<file path="src/rtl/switch_allocator_rr_pkg.sv">
// -----------------------------------------------------------------------------
// noc_params
//   Shared router parameters for the switch allocator slice: port and VC
//   counts, downstream buffer depth, the derived index/counter widths, the
//   port-name enum and a small wrap-around increment helper.
//   To build a different router size, change the values here.
// -----------------------------------------------------------------------------
package noc_params;

  localparam int PORT_NUM    = 5;
  localparam int VC_NUM      = 2;
  localparam int BUFFER_SIZE = 8;

  localparam int PORT_SIZE   = (PORT_NUM > 1) ? $clog2(PORT_NUM) : 1;
  localparam int VC_SIZE     = (VC_NUM > 1) ? $clog2(VC_NUM) : 1;
  localparam int CREDIT_SIZE = $clog2(BUFFER_SIZE + 1);

  typedef enum logic [PORT_SIZE-1:0] {
    LOCAL,
    NORTH,
    SOUTH,
    WEST,
    EAST
  } port_t;

  // Next round-robin position after idx, wrapping at n.
  function automatic int wrap_next(input int idx, input int n);
    return (idx + 1 >= n) ? 0 : idx + 1;
  endfunction

endpackage

</file>
<file path="src/rtl/switch_allocator_rr_arbiter.sv">
// -----------------------------------------------------------------------------
// rr_arbiter
//   Combinational round-robin arbiter. The requester at index ptr has the
//   highest priority, then ptr+1 and so on, wrapping back to 0.
//
// Ports:
//   request     in  [N]      one bit per requester
//   ptr         in  [IDX_W]  index of the highest-priority requester
//   grant       out [N]      one-hot grant (all zero when nothing requests)
//   grant_idx   out [IDX_W]  binary index of the granted requester
//   grant_valid out 1        some requester was granted
// -----------------------------------------------------------------------------
module rr_arbiter #(
  parameter int N     = 2,
  parameter int IDX_W = (N > 1) ? $clog2(N) : 1
) (
  input  logic [N-1:0]     request,
  input  logic [IDX_W-1:0] ptr,
  output logic [N-1:0]     grant,
  output logic [IDX_W-1:0] grant_idx,
  output logic             grant_valid
);

  // Two priority passes instead of a rotate: the first pass only considers
  // requesters at or above ptr, the second falls back to the lowest index
  // overall, which covers the wrapped-around part of the ring. Keeping all
  // indices loop constants avoids variable-index rotation logic.
  always_comb begin
    grant       = '0;
    grant_idx   = '0;
    grant_valid = 1'b0;
    for (int i = 0; i < N; i++) begin
      if (!grant_valid && request[i] && (IDX_W'(i) >= ptr)) begin
        grant[i]    = 1'b1;
        grant_idx   = IDX_W'(i);
        grant_valid = 1'b1;
      end
    end
    for (int i = 0; i < N; i++) begin
      if (!grant_valid && request[i]) begin
        grant[i]    = 1'b1;
        grant_idx   = IDX_W'(i);
        grant_valid = 1'b1;
      end
    end
  end

endmodule

</file>
<file path="src/rtl/switch_allocator_rr.sv">
// -----------------------------------------------------------------------------
// switch_allocator_rr
//   Separable input-first round-robin switch allocator with per-output-VC
//   credit counters. Stage 1 picks one eligible VC per input, stage 2 picks
//   one input per output. Winners are registered and drive the crossbar
//   select and the input-buffer pop strobes one cycle after the request.
//
// Ports:
//   clk, rst          clock, asynchronous active-high reset
//   request_i         [PORT_NUM][VC_NUM]  VC has a flit ready
//   out_port_i        per VC routed output port
//   downstream_vc_i   per VC allocated downstream VC
//   is_tail_i         per VC head flit is a tail (packet lock build only)
//   credit_valid_i    [PORT_NUM] credit returned on an output port
//   credit_vc_i       [PORT_NUM] VC of the returned credit
//   vc_grant_o        per input one-hot pop strobe
//   input_vc_sel_o    per output crossbar input select (holds when idle)
//   valid_sel_o       per output a flit crosses this cycle
//   credit_count_o    per output VC credit counters (debug)
//
// Build option:
//   SA_PACKET_LOCK_EN  when defined, an output granted to a non-tail flit
//                      stays locked to that (input, VC) until its tail
//                      is granted.
// -----------------------------------------------------------------------------
import noc_params::*;

module switch_allocator_rr (
  input  logic                                          clk,
  input  logic                                          rst,
  input  logic [PORT_NUM-1:0][VC_NUM-1:0]               request_i,
  input  logic [PORT_NUM-1:0][VC_NUM-1:0][PORT_SIZE-1:0] out_port_i,
  input  logic [PORT_NUM-1:0][VC_NUM-1:0][VC_SIZE-1:0]  downstream_vc_i,
  input  logic [PORT_NUM-1:0][VC_NUM-1:0]               is_tail_i,
  input  logic [PORT_NUM-1:0]                           credit_valid_i,
  input  logic [PORT_NUM-1:0][VC_SIZE-1:0]              credit_vc_i,
  output logic [PORT_NUM-1:0][VC_NUM-1:0]               vc_grant_o,
  output logic [PORT_NUM-1:0][PORT_SIZE-1:0]            input_vc_sel_o,
  output logic [PORT_NUM-1:0]                           valid_sel_o,
  output logic [PORT_NUM-1:0][VC_NUM-1:0][CREDIT_SIZE-1:0] credit_count_o
);

  localparam logic [CREDIT_SIZE-1:0] CREDIT_FULL = CREDIT_SIZE'(BUFFER_SIZE);
  localparam logic [CREDIT_SIZE-1:0] CREDIT_ONE  = CREDIT_SIZE'(1);

  logic [CREDIT_SIZE-1:0]         credit  [PORT_NUM][VC_NUM];
  logic [VC_SIZE-1:0]             ptr_in  [PORT_NUM];
  logic [PORT_SIZE-1:0]           ptr_out [PORT_NUM];

  logic [PORT_NUM-1:0][VC_NUM-1:0] eligible;

  logic [PORT_NUM-1:0][VC_NUM-1:0] s1_grant;
  logic [VC_SIZE-1:0]              s1_idx [PORT_NUM];
  logic [PORT_NUM-1:0]             s1_valid;
  logic [PORT_SIZE-1:0]            s1_out [PORT_NUM];

  // s2_req / s2_grant are indexed [output][input]
  logic [PORT_NUM-1:0][PORT_NUM-1:0] s2_req;
  logic [PORT_NUM-1:0][PORT_NUM-1:0] s2_grant;
  logic [PORT_SIZE-1:0]              s2_idx [PORT_NUM];
  logic [PORT_NUM-1:0]               s2_valid;

  logic [PORT_NUM-1:0]  in_granted;
  logic [VC_SIZE-1:0]   win_vc  [PORT_NUM];
  logic [VC_SIZE-1:0]   win_dvc [PORT_NUM];

`ifdef SA_PACKET_LOCK_EN
  logic [PORT_NUM-1:0]  win_tail;
  logic [PORT_NUM-1:0]  lock_valid;
  logic [PORT_SIZE-1:0] lock_ip [PORT_NUM];
  logic [VC_SIZE-1:0]   lock_vc [PORT_NUM];
`else
  logic unused_is_tail;
  assign unused_is_tail = ^is_tail_i;
`endif

  // A VC may compete only if it requests a real output port and the
  // downstream VC it targets still has buffer space. Credits are the
  // registered values, so a credit returned this cycle only helps next
  // cycle. With packet locking, a locked output is reserved for its owner
  // and the owning input may only offer the VC that holds the lock.
  always_comb begin
    for (int ip = 0; ip < PORT_NUM; ip++) begin
      for (int v = 0; v < VC_NUM; v++) begin
        eligible[ip][v] = request_i[ip][v]
                          && (out_port_i[ip][v] < PORT_SIZE'(PORT_NUM))
                          && (credit[out_port_i[ip][v]][downstream_vc_i[ip][v]] != '0);
`ifdef SA_PACKET_LOCK_EN
        if ((out_port_i[ip][v] < PORT_SIZE'(PORT_NUM))
            && lock_valid[out_port_i[ip][v]]
            && ((lock_ip[out_port_i[ip][v]] != PORT_SIZE'(ip))
                || (lock_vc[out_port_i[ip][v]] != VC_SIZE'(v)))) begin
          eligible[ip][v] = 1'b0;
        end
        for (int op = 0; op < PORT_NUM; op++) begin
          if (lock_valid[op] && (lock_ip[op] == PORT_SIZE'(ip))
              && (lock_vc[op] != VC_SIZE'(v))) begin
            eligible[ip][v] = 1'b0;
          end
        end
`endif
      end
    end
  end

  // Stage 1: one VC arbiter per input, plus the output that VC asks for.
  for (genvar ip = 0; ip < PORT_NUM; ip++) begin : g_stage1
    rr_arbiter #(
      .N     (VC_NUM),
      .IDX_W (VC_SIZE)
    ) u_vc_arb (
      .request     (eligible[ip]),
      .ptr         (ptr_in[ip]),
      .grant       (s1_grant[ip]),
      .grant_idx   (s1_idx[ip]),
      .grant_valid (s1_valid[ip])
    );
    assign s1_out[ip] = out_port_i[ip][s1_idx[ip]];
  end

  // Each output sees a request from every input whose stage-1 candidate
  // targets it.
  always_comb begin
    for (int op = 0; op < PORT_NUM; op++) begin
      for (int ip = 0; ip < PORT_NUM; ip++) begin
        s2_req[op][ip] = s1_valid[ip] && (s1_out[ip] == PORT_SIZE'(op));
      end
    end
  end

  // Stage 2: one input arbiter per output.
  for (genvar op = 0; op < PORT_NUM; op++) begin : g_stage2
    rr_arbiter #(
      .N     (PORT_NUM),
      .IDX_W (PORT_SIZE)
    ) u_port_arb (
      .request     (s2_req[op]),
      .ptr         (ptr_out[op]),
      .grant       (s2_grant[op]),
      .grant_idx   (s2_idx[op]),
      .grant_valid (s2_valid[op])
    );
  end

  // An input is finally granted if any output picked it. Every candidate
  // targets exactly one output, so at most one bit per input can be set.
  // For each output, look up which VC of the winning input is crossing and
  // which downstream VC its credit is charged to.
  always_comb begin
    for (int ip = 0; ip < PORT_NUM; ip++) begin
      in_granted[ip] = 1'b0;
      for (int op = 0; op < PORT_NUM; op++) begin
        if (s2_grant[op][ip]) begin
          in_granted[ip] = 1'b1;
        end
      end
    end
    for (int op = 0; op < PORT_NUM; op++) begin
      win_vc[op]  = s1_idx[s2_idx[op]];
      win_dvc[op] = downstream_vc_i[s2_idx[op]][s1_idx[s2_idx[op]]];
`ifdef SA_PACKET_LOCK_EN
      win_tail[op] = is_tail_i[s2_idx[op]][s1_idx[s2_idx[op]]];
`endif
    end
  end

  // Registered allocation result. Inputs that won stage 1 but lost stage 2
  // get no pop strobe. The crossbar select only moves on a valid grant so
  // an idle output keeps its last setting.
  always_ff @(posedge clk or posedge rst) begin
    if (rst) begin
      vc_grant_o     <= '0;
      input_vc_sel_o <= '0;
      valid_sel_o    <= '0;
    end else begin
      for (int ip = 0; ip < PORT_NUM; ip++) begin
        vc_grant_o[ip] <= in_granted[ip] ? s1_grant[ip] : '0;
      end
      for (int op = 0; op < PORT_NUM; op++) begin
        valid_sel_o[op] <= s2_valid[op];
        if (s2_valid[op]) begin
          input_vc_sel_o[op] <= s2_idx[op];
        end
      end
    end
  end

  // Round-robin pointers move past the winner only on a final grant, so a
  // stage-1 winner that loses stage 2 keeps its priority for the retry.
  // With packet locking the output pointer moves only when the packet ends.
  always_ff @(posedge clk or posedge rst) begin
    if (rst) begin
      for (int ip = 0; ip < PORT_NUM; ip++) begin
        ptr_in[ip] <= '0;
      end
      for (int op = 0; op < PORT_NUM; op++) begin
        ptr_out[op] <= '0;
      end
    end else begin
      for (int ip = 0; ip < PORT_NUM; ip++) begin
        if (in_granted[ip]) begin
          ptr_in[ip] <= VC_SIZE'(wrap_next(int'(s1_idx[ip]), VC_NUM));
        end
      end
      for (int op = 0; op < PORT_NUM; op++) begin
`ifdef SA_PACKET_LOCK_EN
        if (s2_valid[op] && win_tail[op]) begin
`else
        if (s2_valid[op]) begin
`endif
          ptr_out[op] <= PORT_SIZE'(wrap_next(int'(s2_idx[op]), PORT_NUM));
        end
      end
    end
  end

  // Credit counters per output VC. A grant consumes one slot, a returned
  // credit frees one. Both on the same counter cancel out. A return on a
  // counter that is already full is dropped; a grant at zero cannot occur
  // because the VC would not have been eligible.
  always_ff @(posedge clk or posedge rst) begin
    if (rst) begin
      for (int op = 0; op < PORT_NUM; op++) begin
        for (int v = 0; v < VC_NUM; v++) begin
          credit[op][v] <= CREDIT_FULL;
        end
      end
    end else begin
      for (int op = 0; op < PORT_NUM; op++) begin
        for (int v = 0; v < VC_NUM; v++) begin
          if ((s2_valid[op] && (win_dvc[op] == VC_SIZE'(v)))
              && !(credit_valid_i[op] && (credit_vc_i[op] == VC_SIZE'(v))
                   && (credit[op][v] != CREDIT_FULL))) begin
            credit[op][v] <= credit[op][v] - CREDIT_ONE;
          end else if (!(s2_valid[op] && (win_dvc[op] == VC_SIZE'(v)))
                       && (credit_valid_i[op] && (credit_vc_i[op] == VC_SIZE'(v))
                           && (credit[op][v] != CREDIT_FULL))) begin
            credit[op][v] <= credit[op][v] + CREDIT_ONE;
          end
        end
      end
    end
  end

`ifdef SA_PACKET_LOCK_EN
  // Packet locks: a granted non-tail flit claims the output for its
  // (input, VC) pair; granting that pair's tail flit frees it again. A
  // single-flit packet never takes the lock.
  always_ff @(posedge clk or posedge rst) begin
    if (rst) begin
      lock_valid <= '0;
      for (int op = 0; op < PORT_NUM; op++) begin
        lock_ip[op] <= '0;
        lock_vc[op] <= '0;
      end
    end else begin
      for (int op = 0; op < PORT_NUM; op++) begin
        if (s2_valid[op]) begin
          lock_valid[op] <= !win_tail[op];
          lock_ip[op]    <= s2_idx[op];
          lock_vc[op]    <= win_vc[op];
        end
      end
    end
  end
`endif

  for (genvar op = 0; op < PORT_NUM; op++) begin : g_credit_view
    for (genvar v = 0; v < VC_NUM; v++) begin : g_vc
      assign credit_count_o[op][v] = credit[op][v];
    end
  end

endmodule

</file>
<file path="config.mk">
export PLATFORM = sky130hd
export DESIGN_NAME = switch_allocator_rr
export DESIGN_NICKNAME = d
export VERILOG_FILES = /design/src/rtl/switch_allocator_rr_pkg.sv /design/src/rtl/switch_allocator_rr_arbiter.sv /design/src/rtl/switch_allocator_rr.sv
export SDC_FILE = /design/constraint.sdc
export NUM_CORES = 1
export LEC_CHECK = 0
export BUFFER_PORTS_ARGS = -buffer_cell sky130_fd_sc_hd__buf_2
export CORE_MARGIN = 2
export CORE_UTILIZATION = 44
export CTS_CLUSTER_DIAMETER = 200
export DETAILED_ROUTE_END_ITERATION = 6
export MAX_ROUTING_LAYER = met4
export PLACE_DENSITY_LB_ADDON = 0.15
export SYNTH_ARGS = -nofsm -noshare
export SYNTH_HDL_FRONTEND = slang
export SYNTH_SLANG_ARGS = --single-unit
</file>
<file path="constraint.sdc">
create_clock -name clk -period 5.8 [get_ports clk]
set_input_delay 0.29 -clock clk [delete_from_list [all_inputs] [get_ports clk]]
set_output_delay 0.29 -clock clk [all_outputs]
set_load 0.02 [all_outputs]
</file>
==> key figures, run 1 <==
Timing
  • Final hold violations: 12
  • Endpoints failing setup: 0
  • Period minus WS final: between 5000 and 6000 ps
  • Setup ws final: about 340 ps
  • Setup_tns: 0 ps
  • Max Clock Freq: between 150 and 200 MHz
  • Fin. max-slew vios: 0
  • Tcrit/Tclk final: 94.07%
  • RSZ-0062 raised after global routing: false
  • Rel. slew slack: 46.69%
  • Worst-Margin Slew: 779.5 ps
  • Hold slack: -17.97 ps
  • Worst Clk Skew: ~15 ps

Power
  • Sequential fraction of design power: between 20% and 30%
  • LEAKAGE: roughly 4.6 nW
  • Power Density: 457.6 mW/mm²
  • Internal cell power: 2.367 mW
  • Psw: 2.240 mW
  • Post-layout power: around 4.6 mW
  • Switch share: ~50%
  • Maximum vdd drop: approximately 230 µV
  • Power share of the combinational group: a little under 60%
  • Clk network pwr share: ~13%

Synthesis
  • Post-synth EDFFs: 0
  • Synth unique cells: 96
  • Yosys top cell area share: 23.40%
  • Syn nets: roughly 1100
  • Area leader, netlist: dfrtp_1
  • Sequential share of the synthesized area: approximately a quarter
  • Largest cells by area after synthesis: dfrtp_1 23%, ha_1 5.7%, nand2_1 4.2%
  • Asr flop ratio synth: between 90% and 100%
  • Synthesis warning total: 0
  • Synthesized instance count: roughly 1000
  • Syn avg cell area: around 8.4 µm²
  • Cell area after synthesis: 0.008554 mm²
  • Register bit total from synthesis: 90
  • Most used DFF post-synth: dfrtp_1

Route
  • Final WL: 27200 µm
  • # DRC: 0
  • Via count: between 8000 and 9000
  • Antenna-violating nets left: 0
  • Routed WL per cell: ~19 µm
  • Drt first-iter violations: around 800
  • Vias per cell: roughly 6
  • Drt pass-1 iters: 5

Cells and area
  • Final Core Density: 53.29%
  • Commonest cells after routing, fill and taps aside: 131 x buf_2, 96 x nand2_1, 80 x dfrtp_1
  • Non-filler cells, final: 1442
  • Final nets: 1298
  • Layout cells sized above 1: between 20 and 25%
  • Fillers: around 1900
  • Cell area after layout: 0.01007 mm²
  • # diodes: 0
  • Commonest non-fill, non-tap cell in the layout: buf_2
  • Synth-to-Final Area Change: 17.70%

Clocking
  • CTS Buffer Depth: 2
  • Clock Sinks: 90
  • Root buf cell: clkbuf_16
  • CTS tree: done
  • H-tree levels: 3
  • Clk slew on worst S/H paths: around 70 ps
  • Num CTS Buffers: 9
  • Clock latency on the worst-skew pair: 370 ps

Worst hold path
  • Hold WC Path Type: input port to asynchronous set/reset pin

Placed design
  • Pre-CTS WS: around 330 ps
  • Gpl congestion: between 1 and 1.5
  • Detailed Place HPWL: ~21000 µm
  • Buffers added on ports: ~130
  • Dpl cells: about 1400
  • Placed cell areas: between 0.009 and 0.01 mm²

Global routing
  • Antenna violations before repair: 0
  • Vias in the first global route: 8033
  • GRT overflow: 0
  • First-pass GRT wire length: ~43000 µm
  • Total track usage: ~28%
  • Largest net degree at the start of global routing: 47

Setup path
  • CP cell instances: or4_1 -> mux4_2 -> a32oi_2 -> a21oi_2 -> o211ai_2 -> a22oi_4 -> o31a_2 -> nor4_1 -> or2_1 -> mux2i_1 -> a211oi_2 -> ha_1 -> ha_1 -> a21o_1 -> a21oi_1 -> xnor2_1 -> nor2_1 -> xor2_1
  • Crit end category: flip-flop
  • Worst path slowest cell: or4_1
  • Worst path required time: 6090 ps
  • CP peak stage delay: 680 ps
  • CP arrival: approximately 5800 ps
  • CP Max Fanout: 13
  • CP startpoint kind: flip-flop
  • Crit path top cell by count: ha_1
  • WS Path Type: flip-flop to flip-flop

Floorplan
  • Die Wd: 143.4 µm
  • Core area: around 0.019 mm²
  • Rows: 50
  • Io pins: 142
  • Initial Util: 45.28%
  • Die area: 0.02057 mm²
  • Chip height: approximately 140 µm

Status
  • Outcome: finished, violations left
  • Failing checks: negative hold slack

Flow run
  • Max cap viols: 0
## state kept, by name, indices dropped and copies added, names as in the netlist
| register | cells |
|---|---|
| input_vc_sel_o | 15 |
| ptr_out | 15 |
| vc_grant_o | 10 |
| ptr_in | 5 |
| valid_sel_o | 5 |
| credit_count_o | 40 |
## area by class of cell
| type | count | area [µm²] | share of cell area, % |
|---|---|---|---|
| clock buffers | 11 | 242.7 | 2.411 |
| inverters | 74 | 280.3 | 2.784 |
| multi-input cells | 823 | 5902 | 58.62 |
| well taps | 260 | 325.3 | 3.231 |
| flip-flops and latches | 90 | 2265 | 22.49 |
| clock inverters | 5 | 37.54 | 0.3728 |
| repair buffers | 179 | 1016 | 10.09 |
## synth_stat cells (13+ instances only)
| master | number |
|---|---|
| a211oi_1 | 20 |
| a21o_1 | 16 |
| a21oi_1 | 57 |
| clkbuf_1 | 22 |
| dfrtp_1 | 80 |
| ha_1 | 39 |
| inv_1 | 73 |
| mux2i_1 | 35 |
| nand2_1 | 96 |
| nand2b_1 | 17 |
| nand3_1 | 28 |
| nor2_1 | 64 |
| nor2b_1 | 13 |
| nor3_1 | 33 |
| nor4_1 | 15 |
| o21ai_0 | 52 |
| o22ai_1 | 13 |
| xnor2_1 | 20 |
| xor2_1 | 20 |
## critical path, delay by kind of cell (launching register included)
kind,cells,cell delay [ps]
AOI/OAI and AO/OA,8,1770
xor gates and xnor gates,2,230
adders and majority gates,2,540
DFF,1,430
muxes,2,850
and+or+nand+nor,4,1570
## power by group through the flow
stage          clock (mW)  combinational [mW]  sequential, mW
6_report            0.585                2.73            1.30
5_1_grt             0.630                3.02            1.35
2_1_floorplan           0                1.64            1.50
4_1_cts             0.599                2.72            1.29
3_5_place_dp            0                2.71            1.30
3_3_place_gp            0                2.66            1.30
## path summary, 6_finish.rpt
kind / cells after the start / end / start / slack, ps
setup / recovery: 18 / credit_count_o[27]$_DFFE_PP1P_ / credit_count_o[21]$_DFFE_PP0P_ / 340
hold / removal: 2 / credit_count_o[24]$_DFFE_PP0P_ / rst / -20
max in group asynchronous: 3 / input_vc_sel_o[2]$_DFFE_PP0P_ / rst / 4780
min in group clk: 3 / vc_grant_o[4]$_DFF_PP0_ / request_i[5] / 410
hold reg to reg: 2 / input_vc_sel_o[1]$_DFFE_PP0P_ / input_vc_sel_o[1]$_DFFE_PP0P_ / 470
setup reg to reg: 18 / credit_count_o[27]$_DFFE_PP1P_ / credit_count_o[21]$_DFFE_PP0P_ / 340
## cells by family (layout without fill, tap and decap cells)
kind of cell / count (synthesis) / in the layout / synth area share, %
and+or+nand+nor: 361 / 361 / 22.35
AOI/OAI and AO/OA: 326 / 326 / 28.36
buffers and inverters: 102 / 269 / 4.739
DFF: 90 / 90 / 26.47
adders and majority gates: 49 / 49 / 8.044
muxes: 47 / 47 / 5.938
xor gates and xnor gates: 40 / 40 / 4.095
## repair_timing
item,4_1_cts,5_1_grt
gates resized for setup,0,4
hold buffers,0,0
setup endpoints to repair,0,5
setup buffers,0,0
## routing by layer
metal  share of wire [%]  track usage, %  vias to the layer above
li1                    -               -                     4185
met1                  45           38.67                     4133
met2                  45           41.48                      367
met3                 8.0           4.798                       44
met4                 2.1           7.534                        0
met5                   0               -                        -
Power figures use the tool's default switching activity.
==> run 2: changes to the inputs <==
--- a/config.mk
+++ b/config.mk
@@ -11,7 +11,6 @@
 export CTS_CLUSTER_DIAMETER = 200
 export DETAILED_ROUTE_END_ITERATION = 6
 export MAX_ROUTING_LAYER = met4
-export PLACE_DENSITY_LB_ADDON = 0.15
 export SYNTH_ARGS = -nofsm -noshare
 export SYNTH_HDL_FRONTEND = slang
 export SYNTH_SLANG_ARGS = --single-unit
==> key figures, run 2 (same netlist as run 1, synthesis figures left out) <==
Status
  • Outcome: finished, violations left (unchanged)
  • Failing checks: negative hold slack (unchanged)

Timing
  • Worst Clk Skew: 17.80 ps (was 14.60 ps)
  • Setup_tns: 0 ps (unchanged)
  • Endpoints failing setup: 0 (unchanged)
  • Hold slack: -15.45 ps (was -17.97 ps)
  • Tcrit/Tclk final: 94.32% (was 94.07%)
  • Worst-Margin Slew: 922.8 ps (was 779.5 ps)
  • RSZ-0062 raised after global routing: false (unchanged)
  • Period minus WS final: 5471 ps (was 5456 ps)
  • Max Clock Freq: 182.8 MHz (was 183.3 MHz)
  • Final hold violations: 12 (unchanged)
  • Rel. slew slack: 38.32% (was 46.69%)
  • Fin. max-slew vios: 0 (unchanged)

Cells and area
  • Commonest non-fill, non-tap cell in the layout: buf_2 (unchanged)
  • Commonest cells after routing, fill and taps aside: 131 x buf_2, 96 x nand2_1, 80 x dfrtp_1 (unchanged)
  • Area of the multi-input gates: 0.005908 mm² (was 0.005902 mm²)
  • # diodes: 0 (unchanged)
  • Fillers: 1817 (was 1901)
  • Largest register FFs: 40 (unchanged)
  • Storage cell area: 0.002265 mm² (unchanged)
  • Layout cells sized above 1: 22.10% (was 22.08%)
  • Final nets: 1297 (was 1298)
  • Final Core Density: 53.59% (was 53.29%)
  • Synth-to-Final Area Change: 18.36% (was 17.70%)
  • Non-filler cells, final: 1441 (was 1442)

Route
  • Drt pass-1 iters: 6 (was 5)
  • Via count: 8637 (was 8729)
  • Vias per cell: 5.994 (was 6.053)
  • # DRC: 0 (unchanged)
  • Final WL: 27290 µm (was 27200 µm)
  • Drt first-iter violations: 776 (was 796)
  • Antenna-violating nets left: 0 (unchanged)
  • Routed WL per cell: 18.94 µm (was 18.86 µm)

Clocking
  • Clock latency on the worst-skew pair: 370 ps (about the same)
  • Postcts setup bufs: 0 (unchanged)
  • H-tree levels: 3 (unchanged)
  • Clk slew on worst S/H paths: 70 ps (about the same)
  • Clock Sinks: 90 (unchanged)
  • Root buf cell: clkbuf_16 (unchanged)
  • CTS tree: done (unchanged)
  • CTS Buffer Depth: 2 (unchanged)
  • Num CTS Buffers: 9 (unchanged)

Power
  • Power share of the combinational group: 57.8% (was 59.2%)
  • Post-layout power: 4.676 mW (was 4.607 mW)
  • Clk network pwr share: 14.4% (was 12.7%)
  • Switch share: 47.79% (was 48.62%)
  • LEAKAGE: 4.639 nW (was 4.616 nW)
  • Maximum vdd drop: 260.4 µV (was 233.2 µV)
  • Psw: 2.235 mW (was 2.240 mW)
  • Sequential fraction of design power: 27.8% (was 28.1%)
  • Internal cell power: 2.441 mW (was 2.367 mW)
  • Power Density: 461.8 mW/mm² (was 457.6 mW/mm²)

Setup path
  • Setup crit start: credit_count_o[20]$_DFFE_PP0P_ (was credit_count_o[21]$_DFFE_PP0P_)
  • CP startpoint kind: flip-flop (unchanged)
  • CP cell instances: or4_1 -> mux4_2 -> a32oi_2 -> a21oi_2 -> a211o_1 -> a221oi_1 -> a211o_1 -> o31ai_1 -> or2_2 -> a211o_1 -> and3_1 -> ha_1 -> ha_1 -> a21o_1 -> a21oi_1 -> xnor2_1 -> nor2_1 -> xor2_1 (was or4_1 -> mux4_2 -> a32oi_2 -> a21oi_2 -> o211ai_2 -> a22oi_4 -> o31a_2 -> nor4_1 -> or2_1 -> mux2i_1 -> a211oi_2 -> ha_1 -> ha_1 -> a21o_1 -> a21oi_1 -> xnor2_1 -> nor2_1 -> xor2_1)
  • Crit path top cell by count: a211o_1 (was ha_1)
  • CP Depth: 18 (unchanged)
  • Worst path slowest cell: or4_1 (unchanged)
  • Reg-to-reg critical path startpoint: credit_count_o[20]$_DFFE_PP0P_ (was credit_count_o[21]$_DFFE_PP0P_)
  • Reg2reg path depth: 18 (unchanged)
  • Crit end category: flip-flop (unchanged)
  • CP peak stage delay: 710 ps (was 680 ps)
  • CP Max Fanout: 13 (unchanged)
  • Worst reg2reg setup slack: 330 ps (was 340 ps)
  • CP Buf/Inv Count: 0 (unchanged)
  • Reg-to-reg endpoint: credit_count_o[35]$_DFFE_PP1P_ (was credit_count_o[27]$_DFFE_PP1P_)
  • CP top delay family: compound AO/OA/AOI/OAI gates (unchanged)
  • CP arrival: 5750 ps (about the same)
  • Worst path required time: 6080 ps (was 6090 ps)
  • WS Path Type: flip-flop to flip-flop (unchanged)

Placed design
  • Gpl congestion: 0.9893 (was 1.006)
  • Buffers added on ports: 131 (unchanged)
  • Dpl cells: 1425 (was 1426)
  • Detailed Place HPWL: 21370 µm (was 21320 µm)

Floorplan
  • Initial Util: 45.28% (unchanged)
  • Rows: 50 (unchanged)
  • Die area: 0.02057 mm² (unchanged)
  • Core area: 0.01889 mm² (unchanged)
  • Chip height: 143.4 µm (unchanged)
  • Io pins: 142 (unchanged)
  • Die Wd: 143.4 µm (unchanged)

Global routing
  • Total track usage: 28.03% (was 27.69%)
  • Antenna violations before repair: 0 (unchanged)
  • Vias in the first global route: 7968 (was 8033)
  • Largest net degree at the start of global routing: 49 (was 47)
  • First-pass GRT wire length: 43360 µm (was 43120 µm)
  • GRT overflow: 0 (unchanged)

Flow run
  • Max cap viols: 0 (unchanged)

Worst hold path
  • Hold WC Path Type: input port to asynchronous set/reset pin (unchanged)
==> run 2: final cells by class <==
cell class	instances	share of cell area, %
multi-input combinational	823	58.35
inverter	74	2.768
clock buffer	10	2.261
timing repair buffer	178	10.08
clock inverter	6	0.9516
tap	260	3.213
sequential	90	22.37
==> run 2: metal layers <==
layer / share of wire [%] / vias to the layer above / track usage, %
met1: 45 / 4028 / 39.04
li1: - / 4189 / -
met3: 8.5 / 58 / 5.298
met2: 43 / 362 / 40.53
met5: 0 / - / -
met4: 3.5 / 0 / 10.27
==> run 2: how the worst max path moves through the flow <==
stage | to | slack, ps
final | credit_count_o[35]$_DFFE_PP1P_ | 330
after global routing | credit_count_o[27]$_DFFE_PP1P_ | 20
after CTS | credit_count_o[27]$_DFFE_PP1P_ | 340
after detailed placement | credit_count_o[27]$_DFFE_PP1P_ | 370
after global placement | credit_count_o[35]$_DFFE_PP1P_ | 380
after floorplan | credit_count_o[27]$_DFFE_PP1P_ | 740
==> run 2: power groups by stage <==
stage	Sequential (mW)	Clock (mW)	Combinational (mW)
floorplan	1.50	0	1.64
global placement	1.31	0	2.66
detailed placement	1.31	0	2.69
CTS	1.30	0.689	2.71
global route	1.36	0.712	3.01
finish	1.30	0.671	2.70
==> run 2: stage by stage <==
| stage | setup WS, ps | area (µm²) |
|---|---|---|
| finish | 329.3 | 10120 |
| global route | 23.75 | 10120 |
| CTS | 344.3 | 10100 |
| detailed placement | 368.1 | 9776 |
| global placement | 377.3 | 9776 |
| floorplan | 736.9 | 8554 |
==> run 2: repair_timing <==
| action | in CTS | in global routing |
|---|---|---|
| gates resized for setup | 0 | 4 |
| hold buffers | 0 | 0 |
| hold endpoints to repair | 0 | 0 |
| endpoints found under the setup margin | 0 | 4 |
